--- config.mk ---
export PLATFORM = sky130hd
export DESIGN_NAME = axis_bram_reader
export DESIGN_NICKNAME = d
export VERILOG_FILES = /design/src/rtl/axis_bram_reader.sv
export SDC_FILE = /design/constraint.sdc
export NUM_CORES = 1
export LEC_CHECK = 0
export BUFFER_PORTS_ARGS = -buffer_cell sky130_fd_sc_hd__buf_2
export CAP_MARGIN = 10
export CORE_ASPECT_RATIO = 1.1
export CORE_MARGIN = 3
export CORE_UTILIZATION = 35
export DETAILED_ROUTE_END_ITERATION = 6
export GPL_ROUTABILITY_DRIVEN = 0
export HOLD_SLACK_MARGIN = 0.15
export PLACE_DENSITY_LB_ADDON = 0.15
export SYNTH_ARGS = -nofsm -noshare
export SYNTH_HDL_FRONTEND = slang
export SYNTH_SLANG_ARGS = --single-unit
--- constraint.sdc ---
create_clock -name clk -period 3 [get_ports clk]
set_input_delay 0.15 -clock clk [delete_from_list [all_inputs] [get_ports clk]]
set_output_delay 0.15 -clock clk [all_outputs]
set_load 0.005 [all_outputs]
--- src/rtl/axis_bram_reader.sv ---
// axis_bram_reader
// Reads a contiguous block of words from a single-port BRAM (one-cycle read
// latency) and streams them out as AXI4-Stream master beats.
//
// Ports:
//   clk, reset_n          clock and synchronous active-low reset
//   start, base_addr,     transfer request; base_addr/length captured when
//   length                start is accepted in IDLE
//   busy, done            busy from accepted start until done; done is a
//                         one-cycle completion pulse
//   bram_*                BRAM port (read-only: we/din tied to zero)
//   m_axis_*              AXI4-Stream master (tdata/tvalid/tready/tlast)
//
// A two-entry output buffer absorbs the read latency and downstream
// backpressure. A read is only issued if its data is guaranteed a free slot
// when it returns, so nothing is ever dropped and one beat per clock is
// sustained while tready is held high.
module axis_bram_reader #(
    parameter int C_AXIS_BRAM_ADDR_WIDTH = 12,
    parameter int C_AXIS_BRAM_DATA_WIDTH = 64
) (
    input  logic                                clk,
    input  logic                                reset_n,
    input  logic                                start,
    input  logic [C_AXIS_BRAM_ADDR_WIDTH-1:0]   base_addr,
    input  logic [C_AXIS_BRAM_ADDR_WIDTH:0]     length,
    output logic                                busy,
    output logic                                done,
    output logic                                bram_clk,
    output logic [C_AXIS_BRAM_ADDR_WIDTH-1:0]   bram_addr,
    output logic                                bram_en,
    output logic [C_AXIS_BRAM_DATA_WIDTH/8-1:0] bram_we,
    output logic [C_AXIS_BRAM_DATA_WIDTH-1:0]   bram_din,
    input  logic [C_AXIS_BRAM_DATA_WIDTH-1:0]   bram_dout,
    output logic [C_AXIS_BRAM_DATA_WIDTH-1:0]   m_axis_tdata,
    output logic                                m_axis_tvalid,
    input  logic                                m_axis_tready,
    output logic                                m_axis_tlast
);

    localparam int AW = C_AXIS_BRAM_ADDR_WIDTH;
    localparam int DW = C_AXIS_BRAM_DATA_WIDTH;
    localparam int LW = AW + 1;

    typedef enum logic [1:0] {S_IDLE, S_RUN, S_DONE} state_t;

    state_t          state_q, state_d;
    logic [AW-1:0]   base_q, base_d;
    logic [LW-1:0]   len_q, len_d;
    logic [LW-1:0]   issued_q, issued_d;
    logic            inflight_q, inflight_d;
    logic            inflight_last_q, inflight_last_d;
    logic [DW-1:0]   buf_data_q [0:1];
    logic [DW-1:0]   buf_data_d [0:1];
    logic            buf_last_q [0:1];
    logic            buf_last_d [0:1];
    logic            rd_ptr_q, rd_ptr_d;
    logic            wr_ptr_q, wr_ptr_d;
    logic [1:0]      occ_q, occ_d;

    logic            pop;
    logic            push;
    logic            issue;
    logic [2:0]      pending;

    always_comb begin
        state_d         = state_q;
        base_d          = base_q;
        len_d           = len_q;
        issued_d        = issued_q;
        buf_data_d      = buf_data_q;
        buf_last_d      = buf_last_q;
        rd_ptr_d        = rd_ptr_q;
        wr_ptr_d        = wr_ptr_q;

        pop  = (occ_q != 2'd0) && m_axis_tready;
        push = inflight_q;

        // Entries that will occupy the buffer after this edge, before any new
        // issue. Issue only if the returning word is sure to find a slot.
        pending = {1'b0, occ_q} + {2'b00, inflight_q};
        issue   = (state_q == S_RUN) && (issued_q < len_q) &&
                  (pending < (3'd2 + {2'b00, pop}));

        inflight_d      = issue;
        inflight_last_d = issue && (issued_q == (len_q - LW'(1)));
        if (issue) begin
            issued_d = issued_q + LW'(1);
        end

        // bram_dout is only meaningful the cycle after an issued read.
        if (push) begin
            buf_data_d[wr_ptr_q] = bram_dout;
            buf_last_d[wr_ptr_q] = inflight_last_q;
            wr_ptr_d             = ~wr_ptr_q;
        end
        if (pop) begin
            rd_ptr_d = ~rd_ptr_q;
        end
        occ_d = occ_q + {1'b0, push} - {1'b0, pop};

        case (state_q)
            S_IDLE: begin
                if (start) begin
                    base_d   = base_addr;
                    len_d    = length;
                    issued_d = '0;
                    state_d  = (length == '0) ? S_DONE : S_RUN;
                end
            end
            S_RUN: begin
                if (pop && buf_last_q[rd_ptr_q]) begin
                    state_d = S_DONE;
                end
            end
            S_DONE: begin
                state_d = S_IDLE;
            end
            default: begin
                state_d = S_IDLE;
            end
        endcase
    end

    always_ff @(posedge clk) begin
        if (!reset_n) begin
            state_q         <= S_IDLE;
            base_q          <= '0;
            len_q           <= '0;
            issued_q        <= '0;
            inflight_q      <= 1'b0;
            inflight_last_q <= 1'b0;
            rd_ptr_q        <= 1'b0;
            wr_ptr_q        <= 1'b0;
            occ_q           <= 2'd0;
        end else begin
            state_q         <= state_d;
            base_q          <= base_d;
            len_q           <= len_d;
            issued_q        <= issued_d;
            inflight_q      <= inflight_d;
            inflight_last_q <= inflight_last_d;
            rd_ptr_q        <= rd_ptr_d;
            wr_ptr_q        <= wr_ptr_d;
            occ_q           <= occ_d;
        end
    end

    // Buffer entries are cleared on reset so tdata reads zero afterwards.
    for (genvar gi = 0; gi < 2; gi++) begin : g_buf
        always_ff @(posedge clk) begin
            if (!reset_n) begin
                buf_data_q[gi] <= '0;
                buf_last_q[gi] <= 1'b0;
            end else begin
                buf_data_q[gi] <= buf_data_d[gi];
                buf_last_q[gi] <= buf_last_d[gi];
            end
        end
    end

    assign busy          = (state_q != S_IDLE);
    assign done          = (state_q == S_DONE);
    assign bram_clk      = clk;
    // Truncating issued to AW bits makes the address wrap past top of memory.
    assign bram_addr     = base_q + issued_q[AW-1:0];
    assign bram_en       = issue;
    assign bram_we       = '0;
    assign bram_din      = '0;
    assign m_axis_tvalid = (occ_q != 2'd0);
    assign m_axis_tdata  = buf_data_q[rd_ptr_q];
    // Stale last flags of popped entries must not leak out while idle.
    assign m_axis_tlast  = m_axis_tvalid && buf_last_q[rd_ptr_q];

endmodule

==> run metrics, run 1 <==
ys flop type=dfxtp_1; Int Power=0.00436 W; Reg clk slew, reported paths=0.08 ns; top-area cell type share of the netlist area=0.385; number of port buffers=174; core area=0.0255 mm²; Worst Hold Path Cells=4; Final ANT Viol Nets=0; max incr delay on CP=0.41 ns; Post-CTS Setup Bufs=0; clock power share=0.383; crit path capture type=output port; initial antenna violation count=0; crit share post-route=0.932; GRT Util Overall=0.175; crit path kind=reg -> out; Yosys top cell by area=dfxtp_1; vias in the first global route=7,842; cell area after synthesis=0.00916 mm²; synthesized area per cell=8.28 µm²; Pwr Total=0.00627 W; DRC Markers=0; Chip Width=160 µm; number of synthesized flops with an enable pin=0; #FFs+latches synth=176; dpl hpwl=15.6 mm; Die ar.=0.0281 mm²; CTS tree=yes; nets=1,481; fin util=0.464; hold crit path type=in -> reg; Peak VDD IR=0.435 mV; unrepaired setup endpoints after global routing=no; Reg power frac=0.416; Required @ worst endpoint=2.85 ns; cell leakage power=4.97 nW; min Tclk post-route=2.80 ns; layout cells sized above 1=0.224; IO Pins=247; final setup vio count=0; Netlist cell types=52; Power Density=530 mW/mm²; switching share of total power=0.305; crit path max fanout=3; yosys warns=0; cell repeated most along the worst path=a21oi_1; first-pass GRT wire length=40.1 mm; most frequent cells in the layout=326 x nand2_1, 173 x buf_2, 172 x dfxtp_1; hold_sp=bram_dout[50]; worst path cell trace=ha_1 > inv_1 > fa_1 > nor2b_1 > o21ai_1 > a21oi_1 > o41ai_2 > o21bai_1 > a21oi_1 > xnor2_1 > buf_2; clk_lat worst skew=0.54 ns; WP data arrival=2.65 ns; CP max-delay cell=fa_1; Chip Height=176 µm; worst r2r src=len_q[10]$_SDFFE_PN0P_; f_max=358 MHz; most common cell after layout, fill and taps aside=nand2_1; worst-margin pin slew=0.702 ns; R2R setup slack=0.56 ns; first-pass detailed-route iteration total=4; async set-reset flop share out of synthesis=0; area delta synth->final=29.2%; startpoint types=register; Endpoint, Worst Hold=buf_data_q[114]$_SDFFE_PN0P_; routed vias=7,853; Rel. slew slack=0.532; R2R depth=9; # diodes=0; RR Endpoint=issued_q[12]$_SDFF_PN0_; largest cells by area after synthesis=dfxtp_1 38%, nand2_1 13%, a21boi_0 11%; initial drt markers=373; initial core utilization=0.359; status=complete, no violations; pin count of the biggest net entering global routing=76; Wirelength per Cell=14.2 µm; Fin Setup TNS=0 ns; Slew Viols, Final=0; Layout fillers=2,579; row cnt=61; DR vias/cell=4.58; Mapped Cells=1,106; MaxCap Viol Count=0; Post-Route WL=24.4 mm; Sw Pwr=0.00191 W; grt total ovfl=0; combinational fraction of design power=0.201; Setup Skew=0.0138 ns; sequential area share after synthesis=0.385; Hold Fails Final Rpt=0
## power groups by stage
stage,registers (W),clock network [W],logic (W)
floorplan,0.00258,0.0000216,0.000868
global placement,0.00267,0.0000145,0.00116
detailed placement,0.00267,0.0000145,0.00117
CTS,0.00261,0.00248,0.00128
global route,0.00264,0.00258,0.00141
finish,0.00261,0.00240,0.00126
## per-layer routing
| layer | GRT usage | routed length (µm) | part of all wire |
|---|---|---|---|
| met5 | 0 | 0 | 0 |
| met4 | 0.0752 | 679 | 0.028 |
| met3 | 0.0384 | 1060 | 0.043 |
| met2 | 0.290 | 11500 | 0.47 |
| met1 | 0.219 | 11100 | 0.46 |
## cells in the mapped netlist (2+ instances only)
cell type,count
a21boi_0,137
a21boi_1,20
a21o_1,3
a21oi_1,17
a21oi_2,2
a31oi_1,2
and2_1,6
and3_1,2
and4_1,4
buf_1,6
buf_2,2
buf_4,73
clkbuf_1,53
dfxtp_1,176
ha_1,30
inv_1,28
mux2_2,64
mux2i_1,2
nand2_1,327
nand2b_1,3
nand3_1,14
nand4_1,6
nor2_1,23
nor2b_1,6
nor3_1,6
nor4_1,3
o2111ai_1,2
o211ai_1,6
o21ai_0,7
o21ai_1,10
o21bai_1,3
o31ai_1,4
or2_1,3
or3_1,4
or4_1,6
xnor2_1,22
xor2_1,9
## state kept, by name, indices dropped and copies added (netlist names)
signal / count
buf_data_q: 128
issued_q: 13
len_q: 13
base_q: 12
buf_last_q: 2
occ_q: 2
state_q: 2
inflight_last_q: 1
inflight_q: 1
rd_ptr_q: 1
wr_ptr_q: 1
## layout make-up
cell class,instances,area [µm²],area share
clock buffer,21,505,0.0427
multi-input combinational,837,5030,0.425
clock inverter,14,141,0.0119
inverter,29,109,0.00920
sequential,176,3530,0.298
tap,346,433,0.0366
timing repair buffer,292,2080,0.176
## worst max-delay path, delay by kind of cell (launching register included)
family	cells	cell delay [ns]
AO/OA/AOI/OAI	5	0.67
adder cells (fa/ha/maj)	2	0.60
flip-flops	1	0.38
buffers and inverters	2	0.19
XOR/XNOR	1	0.15
AND/OR/NAND/NOR	1	0.13
## kinds of logic (layout without fill, tap and decap cells)
kind of cell             Yosys count  count (layout)  synth area share
multiplexers                      66              66            0.0809
other                              1              72          0.000409
AND/OR/NAND/NOR                  417             417             0.190
buffers and inverters            164             356            0.0982
AO/OA/AOI/OAI                    220             220             0.173
flip-flops                       176             176             0.385
adder cells (fa/ha/maj)           31              31            0.0432
XOR/XNOR                          31              31            0.0296
## stage by stage
| step | hold WS, ns | setup WS [ns] | std cells | area, µm² |
|---|---|---|---|---|
| 6_report | 0.412 | 0.205 | 1715 | 11800 |
| 5_1_grt | 0.412 | 0.00336 | 1715 | 11800 |
| 4_1_cts | 0.392 | 0.0610 | 1715 | 11800 |
| 3_5_place_dp | 0.233 | 0.562 | 1578 | 10100 |
| 3_3_place_gp | 0.233 | 0.585 | 1578 | 10100 |
| 2_1_floorplan | 0.231 | 0.780 | 1177 | 9430 |
## repair_timing
action,CTS,global route
hold buffers,103,0
gates resized for setup,0,6
hold endpoints to repair,161,0
setup endpoints to repair,0,3
## how the worst max path moves through the flow
stage,depth (start not counted),startpoint,end
2_1_floorplan,9,len_q[10]$_SDFFE_PN0P_,issued_q[10]$_SDFF_PN0_
3_3_place_gp,9,len_q[10]$_SDFFE_PN0P_,issued_q[12]$_SDFF_PN0_
3_5_place_dp,10,len_q[10]$_SDFFE_PN0P_,inflight_last_q$_SDFF_PN0_
4_1_cts,11,issued_q[0]$_SDFF_PN0_,bram_addr[10]
5_1_grt,9,issued_q[1]$_SDFF_PN0_,bram_addr[9]
6_report,11,issued_q[0]$_SDFF_PN0_,bram_addr[10]
Power figures use the tool's default switching activity.
==> inputs of run 2 (changes only) <==
--- a/config.mk
+++ b/config.mk
@@ -5,15 +5,16 @@
 export SDC_FILE = /design/constraint.sdc
 export NUM_CORES = 1
 export LEC_CHECK = 0
-export BUFFER_PORTS_ARGS = -buffer_cell sky130_fd_sc_hd__buf_2
 export CAP_MARGIN = 10
 export CORE_ASPECT_RATIO = 1.1
 export CORE_MARGIN = 3
 export CORE_UTILIZATION = 35
 export DETAILED_ROUTE_END_ITERATION = 6
+export DONT_BUFFER_PORTS = 1
 export GPL_ROUTABILITY_DRIVEN = 0
 export HOLD_SLACK_MARGIN = 0.15
 export PLACE_DENSITY_LB_ADDON = 0.15
 export SYNTH_ARGS = -nofsm -noshare
 export SYNTH_HDL_FRONTEND = slang
 export SYNTH_SLANG_ARGS = --single-unit
+export TNS_END_PERCENT = 30
==> run 2 against run 1 <==
Compared with the run above: register-to-register slack lost 0.04 ns; sequential share of layout area grew 2.6 points; critical endpoint is now bram_addr[9]; non-clock buffer count shrank 174.
==> run metrics, run 2 (synthesized netlist as in run 1, its figures left out) <==
status=complete, no violations; initial drt markers=339 (-9.1%); largest reg by FF count=buf_data_q; CTS buffer count=17; crit share post-route=0.901 (-0.0311); min Tclk post-route=2.70 ns (-0.0932 ns); clock power share=0.365 (-0.018); Chip Height=176 µm (unchanged); pin count of the biggest net entering global routing=151 (+99%); Reg clk slew, reported paths=0.07 ns (about the same); crit path kind=reg -> out; initial antenna violation count=0 (unchanged); DR vias/cell=4.72 (+3.0%); instance count on the critical path=8 (-3); CTS Sinks=176; WP data arrival=2.55 ns (-0.10 ns); number of port buffers=0 (-100%); hold crit path type=clk -> out; DRC Markers=0 (unchanged); Sw Pwr=0.00173 W (-9.2%); initial core utilization=0.359 (unchanged); nets=1,303 (-12%); first-pass GRT wire length=39.2 mm (-2.1%); area delta synth->final=18.8%; Rel. slew slack=0.594 (+0.0618); cell leakage power=4.12 nW (-17%); Final ANT Viol Nets=0 (unchanged); Worst Hold Path Cells=0 (-4); switching share of total power=0.295 (-0.00971); core area=0.0255 mm² (unchanged); Wirelength per Cell=15.7 µm (+11%); Worst path top cell family by delay=compound AO/OA/AOI/OAI gates; CP Buf/Inv Count=0 (-2); crit path max fanout=4 (+1); # diodes=0 (unchanged); clk root buf=clkbuf_16; max incr delay on CP=0.46 ns (+0.05 ns); max reg flops=128 (unchanged); crit path capture type=output port; clk_lat worst skew=0.42 ns (-0.12 ns); Hold Fails Final Rpt=0 (unchanged); Reg power frac=0.449 (+0.033); layout cells sized above 1=0.104 (-0.119); row cnt=61 (unchanged); GRT Util Overall=0.173 (-0.00205); Die ar.=0.0281 mm² (unchanged); final setup vio count=0 (unchanged); Required @ worst endpoint=2.85 ns (about the same); startpoint types=register; combinational fraction of design power=0.186 (-0.015); Int Power=0.00414 W (-4.9%); unrepaired setup endpoints after global routing=no; f_max=370 MHz (+3.4%); IO Pins=247 (unchanged); CP max-delay cell=dfxtp_1; Peak VDD IR=0.275 mV (-37%); first-pass detailed-route iteration total=7 (+3); Chip Width=160 µm (unchanged); MaxCap Viol Count=0 (unchanged); Fin Setup TNS=0 ns (unchanged); dpl hpwl=15.4 mm (-0.99%); worst-margin pin slew=0.609 ns (-0.0934 ns); fin cells=1,537 (-10%); CTS tree=yes; Post-Route WL=24.2 mm (-0.89%); CTS H-tree lvls=4; CTS max path bufs=2; vias in the first global route=7,301 (-6.9%); routed vias=7,251 (-7.7%); grt total ovfl=0 (unchanged); cell repeated most along the worst path=a21oi_1; R2R depth=10 (+1); Power Density=540 mW/mm² (+2.0%); most common cell after layout, fill and taps aside=nand2_1; Largest regs=buf_data_q: 128 flops, issued_q: 13 flops, len_q: 13 flops; Slew Viols, Final=0 (unchanged); most frequent cells in the layout=326 x nand2_1, 174 x dfxtp_1, 137 x a21boi_0; worst path cell trace=ha_1 > a21oi_1 > o211ai_1 > or4_1 > o2111ai_1 > nand2b_1 > a21oi_1 > xnor2_1; Setup Skew=0.0124 ns (-0.00147 ns); placed cell count=1,401 (-11%)
-- run 2: cell types whose count changed in the layout (fill, tap and decap cells not counted), moves of 3 or more --
cell,before,now
buf_2,173,0
clkbuf_16,20,17
clkinv_2,1,4
inv_8,3,0
buf_4,12,8
-- run 2: routing by layer --
layer	wire [µm]	vias up	global-route usage	part of all wire
li1	-	3674	-	-
met1	10600	3379	0.211	0.44
met2	11600	176	0.291	0.48
met3	1520	22	0.0495	0.063
met4	506	0	0.0615	0.021
met5	0	-	0	0
-- run 2: final cells by class --
cell class	count	area, µm²
inverters	29	109
well taps	346	433
multi-input cells	837	5030
clock inverters	12	109
clock buffers	19	443
fillers	2655	14600
flip-flops and latches	176	3530
repair buffers	118	1230
-- run 2: worst register-to-register path: stages (launching register included) --
cell and delay (ns):
dfxtp_1 0.42, inv_1 0.07, ha_1 0.31, a21o_1 0.18, a21oi_2 0.17, nand3_2 0.10, a211oi_4 0.28, nor2_2 0.19
inv_1 0.21, nand2_1 0.12, a2111oi_1 0.34
-- run 2: through the flow --
stage	setup WS (ns)	hold slack [ns]	area [µm²]	total power, W	util
finish	0.298	0.150	10900	0.00588	0.427
global route	0.0207	0.151	10900	0.00622	0.427
CTS	0.182	0.151	10900	0.00600	0.426
detailed placement	0.507	0.150	9250	0.00365	0.363
global placement	0.546	0.150	9250	0.00365	0.363
floorplan	0.780	0.231	9430	0.00347	-
-- run 2: power groups by stage --
stage / Combinational (W) / Clock [W] / Sequential (W)
global placement: 0.000952 / 0 / 0.00270
CTS: 0.00112 / 0.00224 / 0.00265
finish: 0.00109 / 0.00215 / 0.00264
detailed placement: 0.000954 / 0 / 0.00270
floorplan: 0.000868 / 0.0000216 / 0.00258
global route: 0.00122 / 0.00233 / 0.00267
-- run 2: final timing paths --
| check | startpoint | endpoint | slack (ns) |
|---|---|---|---|
| setup reg to reg | len_q[10]$_SDFFE_PN0P_ | inflight_last_q$_SDFF_PN0_ | 0.52 |
| hold reg to reg | buf_data_q[7]$_SDFFE_PN0P_ | buf_data_q[7]$_SDFFE_PN0P_ | 0.46 |
| hold / removal | clk | bram_clk | 0.15 |
| setup / recovery | issued_q[1]$_SDFF_PN0_ | bram_addr[9] | 0.30 |
-- run 2: what timing repair did --
item                                    4_1_cts  5_1_grt
buffers inserted                              0        0
hold endpoints to repair                    165        0
endpoints found under the setup margin        0        1
hold buffers                                105        0
gates resized for setup                       0        2
